### src/rtl/router_fsm_np.sv
// router_fsm_np: parametrised control FSM for a 1xNUM_PORTS packet router.
// The header address is latched at header time, so soft-reset and empty checks follow the
// packet's own port instead of live data_in_i. Out-of-range addresses go to a drop state.
//
// Optional feature macro: ROUTER_WAIT_TIMEOUT_EN. When defined, WAIT_TILL_EMPTY gives up after
// WAIT_TIMEOUT cycles, drops the packet, and pulses timeout_err_o.
//
// Ports:
//   clk_i            system clock, all state on the rising edge
//   resetn_i         synchronous active-low reset
//   pkt_valid_i      packet in progress from the source
//   data_in_i        header address field
//   fifo_full_i      full flag of the currently selected FIFO
//   fifo_empty_i     per-FIFO empty flags
//   soft_reset_i     per-FIFO timeout soft resets from the synchronizer
//   parity_done_i    parity byte captured by the register block
//   low_pkt_valid_i  pkt_valid fell while the FIFO was full
//   detect_add_o .. busy_o  state decodes towards the register/synchronizer blocks
//   drop_state_o     high while a bad packet is being discarded
//   dest_sel_o       one-hot latched destination, 0 when none
//   addr_err_o       one-cycle pulse on entry to the drop state for a bad address
//   timeout_err_o    one-cycle pulse on a wait timeout (ROUTER_WAIT_TIMEOUT_EN only)
module router_fsm_np #(
    parameter int unsigned NUM_PORTS    = 3,
    parameter int unsigned ADDR_W       = 2,
    parameter int unsigned WAIT_TIMEOUT = 1024
) (
    input  logic                 clk_i,
    input  logic                 resetn_i,
    input  logic                 pkt_valid_i,
    input  logic [ADDR_W-1:0]    data_in_i,
    input  logic                 fifo_full_i,
    input  logic [NUM_PORTS-1:0] fifo_empty_i,
    input  logic [NUM_PORTS-1:0] soft_reset_i,
    input  logic                 parity_done_i,
    input  logic                 low_pkt_valid_i,
    output logic                 detect_add_o,
    output logic                 lfd_state_o,
    output logic                 ld_state_o,
    output logic                 laf_state_o,
    output logic                 full_state_o,
    output logic                 write_enb_reg_o,
    output logic                 rst_int_reg_o,
    output logic                 busy_o,
    output logic                 drop_state_o,
    output logic [NUM_PORTS-1:0] dest_sel_o,
    output logic                 addr_err_o
`ifdef ROUTER_WAIT_TIMEOUT_EN
    ,
    output logic                 timeout_err_o
`endif
);

    if (NUM_PORTS < 2 || NUM_PORTS > 16 || (1 << ADDR_W) < NUM_PORTS || WAIT_TIMEOUT < 2)
    begin : g_bad_param
        $error("router_fsm_np: illegal parameter combination");
    end

    typedef enum logic [3:0] {
        StDecodeAddress    = 4'd0,
        StLoadFirstData    = 4'd1,
        StLoadData         = 4'd2,
        StLoadParity       = 4'd3,
        StCheckParityError = 4'd4,
        StFifoFullState    = 4'd5,
        StLoadAfterFull    = 4'd6,
        StWaitTillEmpty    = 4'd7,
        StDropPacket       = 4'd8
    } state_e;

    state_e               state_q, state_d;
    logic [NUM_PORTS-1:0] dest_q, dest_d;
    logic                 addr_err_q, addr_err_d;
    logic [NUM_PORTS-1:0] addr_oh;
    logic                 addr_valid, addr_empty, dest_empty, dest_srst;

`ifdef ROUTER_WAIT_TIMEOUT_EN
    localparam int unsigned CntW = $clog2(WAIT_TIMEOUT);
    logic [CntW-1:0] cnt_q, cnt_d;
    logic            timeout_err_q, timeout_err_d;
    logic            wait_expired;
    assign wait_expired = (cnt_q == CntW'(WAIT_TIMEOUT - 1));
`endif

    // Decode the live header address; an all-zero one-hot means out of range.
    always_comb begin
        addr_oh = '0;
        for (int unsigned i = 0; i < NUM_PORTS; i++) begin
            if (32'(data_in_i) == i) addr_oh[i] = 1'b1;
        end
    end

    assign addr_valid = |addr_oh;
    assign addr_empty = |(fifo_empty_i & addr_oh);
    assign dest_empty = |(fifo_empty_i & dest_q);
    assign dest_srst  = |(soft_reset_i & dest_q);

    always_comb begin
        state_d = state_q;
        unique case (state_q)
            StDecodeAddress: begin
                if (!pkt_valid_i)     state_d = StDecodeAddress;
                else if (!addr_valid) state_d = StDropPacket;
                else if (addr_empty)  state_d = StLoadFirstData;
                else                  state_d = StWaitTillEmpty;
            end
            StLoadFirstData: state_d = StLoadData;
            StLoadData: begin
                if (fifo_full_i)       state_d = StFifoFullState;
                else if (!pkt_valid_i) state_d = StLoadParity;
                else                   state_d = StLoadData;
            end
            StLoadParity:       state_d = StCheckParityError;
            StCheckParityError: state_d = fifo_full_i ? StFifoFullState : StDecodeAddress;
            StFifoFullState:    state_d = fifo_full_i ? StFifoFullState : StLoadAfterFull;
            StLoadAfterFull: begin
                if (parity_done_i)        state_d = StDecodeAddress;
                else if (low_pkt_valid_i) state_d = StLoadParity;
                else                      state_d = StLoadData;
            end
            StWaitTillEmpty: begin
                // An empty FIFO on the expiry cycle still wins over the timeout.
                if (dest_empty)   state_d = StLoadFirstData;
`ifdef ROUTER_WAIT_TIMEOUT_EN
                else if (wait_expired) state_d = StDropPacket;
`endif
                else              state_d = StWaitTillEmpty;
            end
            StDropPacket: state_d = pkt_valid_i ? StDropPacket : StDecodeAddress;
            default:      state_d = StDecodeAddress;
        endcase

        // Soft reset of the packet's own port aborts it; other ports are ignored.
        if (dest_srst && state_q != StDecodeAddress && state_q != StDropPacket) begin
            state_d = StDecodeAddress;
        end

        if (state_d == StDecodeAddress) begin
            dest_d = '0;
        end else if (state_q == StDecodeAddress && pkt_valid_i && addr_valid) begin
            dest_d = addr_oh;
        end else begin
            dest_d = dest_q;
        end

        addr_err_d = (state_q == StDecodeAddress) && (state_d == StDropPacket);
`ifdef ROUTER_WAIT_TIMEOUT_EN
        timeout_err_d = (state_q == StWaitTillEmpty) && (state_d == StDropPacket);
        cnt_d         = (state_q == StWaitTillEmpty) ? cnt_q + 1'b1 : '0;
`endif

        detect_add_o    = (state_q == StDecodeAddress);
        lfd_state_o     = (state_q == StLoadFirstData);
        ld_state_o      = (state_q == StLoadData);
        laf_state_o     = (state_q == StLoadAfterFull);
        full_state_o    = (state_q == StFifoFullState);
        rst_int_reg_o   = (state_q == StCheckParityError);
        drop_state_o    = (state_q == StDropPacket);
        write_enb_reg_o = state_q inside {StLoadData, StLoadParity, StLoadAfterFull};
        busy_o          = state_q inside {StLoadFirstData, StLoadParity, StFifoFullState,
                                          StLoadAfterFull, StWaitTillEmpty, StCheckParityError};
    end

    always_ff @(posedge clk_i) begin
        if (!resetn_i) begin
            state_q       <= StDecodeAddress;
            dest_q        <= '0;
            addr_err_q    <= 1'b0;
`ifdef ROUTER_WAIT_TIMEOUT_EN
            cnt_q         <= '0;
            timeout_err_q <= 1'b0;
`endif
        end else begin
            state_q       <= state_d;
            dest_q        <= dest_d;
            addr_err_q    <= addr_err_d;
`ifdef ROUTER_WAIT_TIMEOUT_EN
            cnt_q         <= cnt_d;
            timeout_err_q <= timeout_err_d;
`endif
        end
    end

    assign dest_sel_o = dest_q;
    assign addr_err_o = addr_err_q;
`ifdef ROUTER_WAIT_TIMEOUT_EN
    assign timeout_err_o = timeout_err_q;
`endif

endmodule

### config.mk
export PLATFORM = sky130hd
export DESIGN_NAME = router_fsm_np
export DESIGN_NICKNAME = d
export VERILOG_FILES = /design/src/rtl/router_fsm_np.sv
export SDC_FILE = /design/constraint.sdc
export NUM_CORES = 1
export LEC_CHECK = 0
export BUFFER_PORTS_ARGS = -buffer_cell sky130_fd_sc_hd__buf_2
export CORE_AREA = 4 4 41 43
export DETAILED_ROUTE_END_ITERATION = 6
export DIE_AREA = 0 0 45 47
export PLACE_DENSITY = 0.77
export SLEW_MARGIN = 25
export SYNTH_ARGS = -nofsm -noshare
export SYNTH_HDL_FRONTEND = slang
export SYNTH_SLANG_ARGS = --single-unit
### constraint.sdc
create_clock -name clk_i -period 2.4 [get_ports clk_i]
set_input_delay 0.12 -clock clk_i [delete_from_list [all_inputs] [get_ports clk_i]]
set_output_delay 0.12 -clock clk_i [all_outputs]
set_load 0.01 [all_outputs]
==> results.txt <==
Synth Area in Compound Gates -> 22.6%
Reg-to-reg slack, setup -> 0.59 ns
Global-route usage over all layers -> 16.0%
FF-to-FF End -> dest_sel_o[2]$_SDFFE_PP0P_
Reg power frac -> 33.3%
CP arrival -> 1.91 ns
Synth warnings -> 0
Final hold violations -> 0
Yosys top cell by area -> dfxtp_1
Mapped Avg Cell Area -> 8.25 um2
Ant. Diodes -> 0
HPWL Detailed -> 1220 um
Final instance area -> 757 um2
Setup crit end -> dest_sel_o[2]$_SDFFE_PP0P_
Largest family of logic cells by synthesized area -> simple AND/OR/NAND/NOR gates
Fin util -> 58.2%
Clock Tree Buf Depth -> 2
Crit Path Category -> flip-flop to flip-flop
Post-synth top area share -> 25.5%
Sw Ratio -> 44.5%
RSZ-0062 raised after global routing -> no
Leakage Power -> 0.333 nW
Fmax -> 0.554 GHz
RR Startpoint -> state_q[0]$_SDFF_PN0_
Die area -> 0.00212 mm2
Grt ovf -> 0
First-pass GRT wire length -> 2530 um
DR DRC count -> 0
Comb pwr share -> 53.9%
Critical path origin -> state_q[0]$_SDFF_PN0_
Placed inst area -> 734 um2
Final non-filler cell total -> 116
Status -> finished clean
Vias in the first global route -> 617
Final period util -> 75.2%
Slew Limit Headroom -> 56.2%
# Post-CTS Setup Buffers -> 0
Initial core utilization -> 48.2%
CTS root buffer -> clkbuf_4
Fin. max-slew vios -> 0
Clock network fraction of design power -> 12.8%
Crit end category -> flip-flop
Die Ht -> 47 um
Detailed-route vias per instance -> 5.68
Max Cap Viol -> 0
CTS Buf Count -> 3
Resize count post-CTS -> 0
Worst Tran Pin Value -> 0.650 ns
Die X -> 45 um
Seq cells post-synth -> 8
Gpl congestion -> 0.880
Worst path required time -> 2.50 ns
Worst Path Max Fanout -> 13
Core area -> 0.00130 mm2
Post-CTS Hold Buffers -> 0
Storage cell area -> 160 um2
Post-synth EDFFs -> 0
Sequential-to-total area share from yosys stat -> 25.5%
Initial antenna violation count -> 0
Post-Place Setup Slack -> 0.586 ns
Commonest cells post-synth -> 9 x nor2_1, 8 x dfxtp_1, 7 x nor3_1, 5 x nand2_1
# fillers -> 132
CTS tree -> built
Nets -> 117
Latest clock arrival within the worst-skew pair -> 0.25 ns
Area grow syn2layout -> 20.8%
Pin count of the biggest net entering global routing -> 17
CP startpoint kind -> flip-flop
Min Hold Slack -> 0.173 ns
Mapped Cells -> 76
PortBufs -> 26
Share of cells above drive strength 1 -> 40.6%
Ports -> 27
Most frequent cell after synthesis -> nor2_1
Post-DR wirelength/cell -> 12.9 um
Mapped Nets -> 90
Post-Synth Simple-Gate Area -> 41.7%
Final setup vio count -> 0
Antenna viol nets, final -> 0
Clock skew -> 0.00599 ns
Final WS setup -> 0.595 ns
Minimum clock period -> 1.81 ns
Cell-internal power -> 0.423 mW
Synth Area in XOR/XNOR -> 1.40%
Switch Pwr -> 0.339 mW
Synth Cell Area -> 627 um2
Adder-Cell Fraction of Synth Area -> 0%
Placed Cells -> 113
CTS Sinks -> 8
Starting DRT DRC Count -> 15
Synth cell types -> 35
Cell Rows -> 13
Max H-tree Level -> 1
Register-to-Register Path Depth -> 5
First-pass detailed-route iteration total -> 4
Min-Delay Path Class -> input port to flip-flop
Worst IR Drop VDD -> 512 uV
TNS Setup -> 0 ns
Mux contribution to synthesized area -> 1.60%
Pwr/cell area -> 1010 mW/mm2
Clock slew seen by the registers of the worst setup and hold paths -> 0.05 ns
Total Wirelength -> 1490 um
Synth area leaders -> dfxtp_1 26%, nor3_1 5.6%, nor2_1 5.4%
Async set or reset register ratio after synthesis -> 0%
Post-synth top flop -> dfxtp_1
Via count -> 659
Footprint of the multi-input gates -> 422 um2
Power Total -> 0.762 mW
## flip-flops by register name, summed over array words and instances (netlist names)
register,count
addr_err_o,1
dest_sel_o,3
state_q,4
## power groups by stage
stage               Clock, mW  Combinational (mW)  Sequential, mW
floorplan                   0               0.361           0.208
global placement            0               0.405           0.252
detailed placement          0               0.416           0.257
CTS                     0.101               0.416           0.254
global route            0.114               0.461           0.266
finish                 0.0976               0.410           0.254
## layout make-up
cell class                 count  share of cell area, %
timing repair buffer          26                   17.2
tap                           15                   2.48
sequential                     8                   21.2
clock buffer                   3                   2.98
multi-input combinational     63                   55.7
inverter                       1                  0.496
## metal layers
layer	GRT usage (%)	wire (um)
met4	5.26	0
met1	18.3	626
met5	0	0
met2	29.1	764
met3	3.83	100
## placed cells by master (no fill, tap or decap), types with 2 or more instances in the layout
master	netlist	layout
buf_2	1	26
nor2_1	9	9
dfxtp_1	8	8
nor3_1	7	7
nand2_1	5	5
a21oi_1	4	4
o21ai_0	4	4
and2b_2	3	3
clkbuf_4	0	3
and2_1	2	2
nand2b_1	2	2
a211oi_1	2	2
a22o_1	2	2
nor3b_1	2	2
or3_1	2	2
o32ai_1	2	2
## logic make-up after synthesis
kind of cell              Yosys count
AOI/OAI and AO/OA                  19
xor gates and xnor gates            1
buffers and inverters               5
DFF                                 8
muxes                               1
and+or+nand+nor                    42
## worst min-delay path by stage
stage	start	end	slack, ns	cells after the start
final	resetn_i	state_q[3]$_SDFF_PN0_	0.17	2
after global routing	resetn_i	state_q[3]$_SDFF_PN0_	0.16	2
after CTS	resetn_i	state_q[3]$_SDFF_PN0_	0.17	2
after detailed placement	resetn_i	state_q[3]$_SDFF_PN0_	0.43	2
after global placement	resetn_i	state_q[3]$_SDFF_PN0_	0.43	2
after floorplan	resetn_i	state_q[3]$_SDFF_PN0_	0.30	1
## critical path, cell delays in order (launching register included)
cell and delay, ns:
dfxtp_1 0.59, nand2b_1 0.22, a211oi_1 0.07, o21ba_2 0.26, nor4_2 0.41, nor3_1 0.11
(Power assumes the default switching activity.)
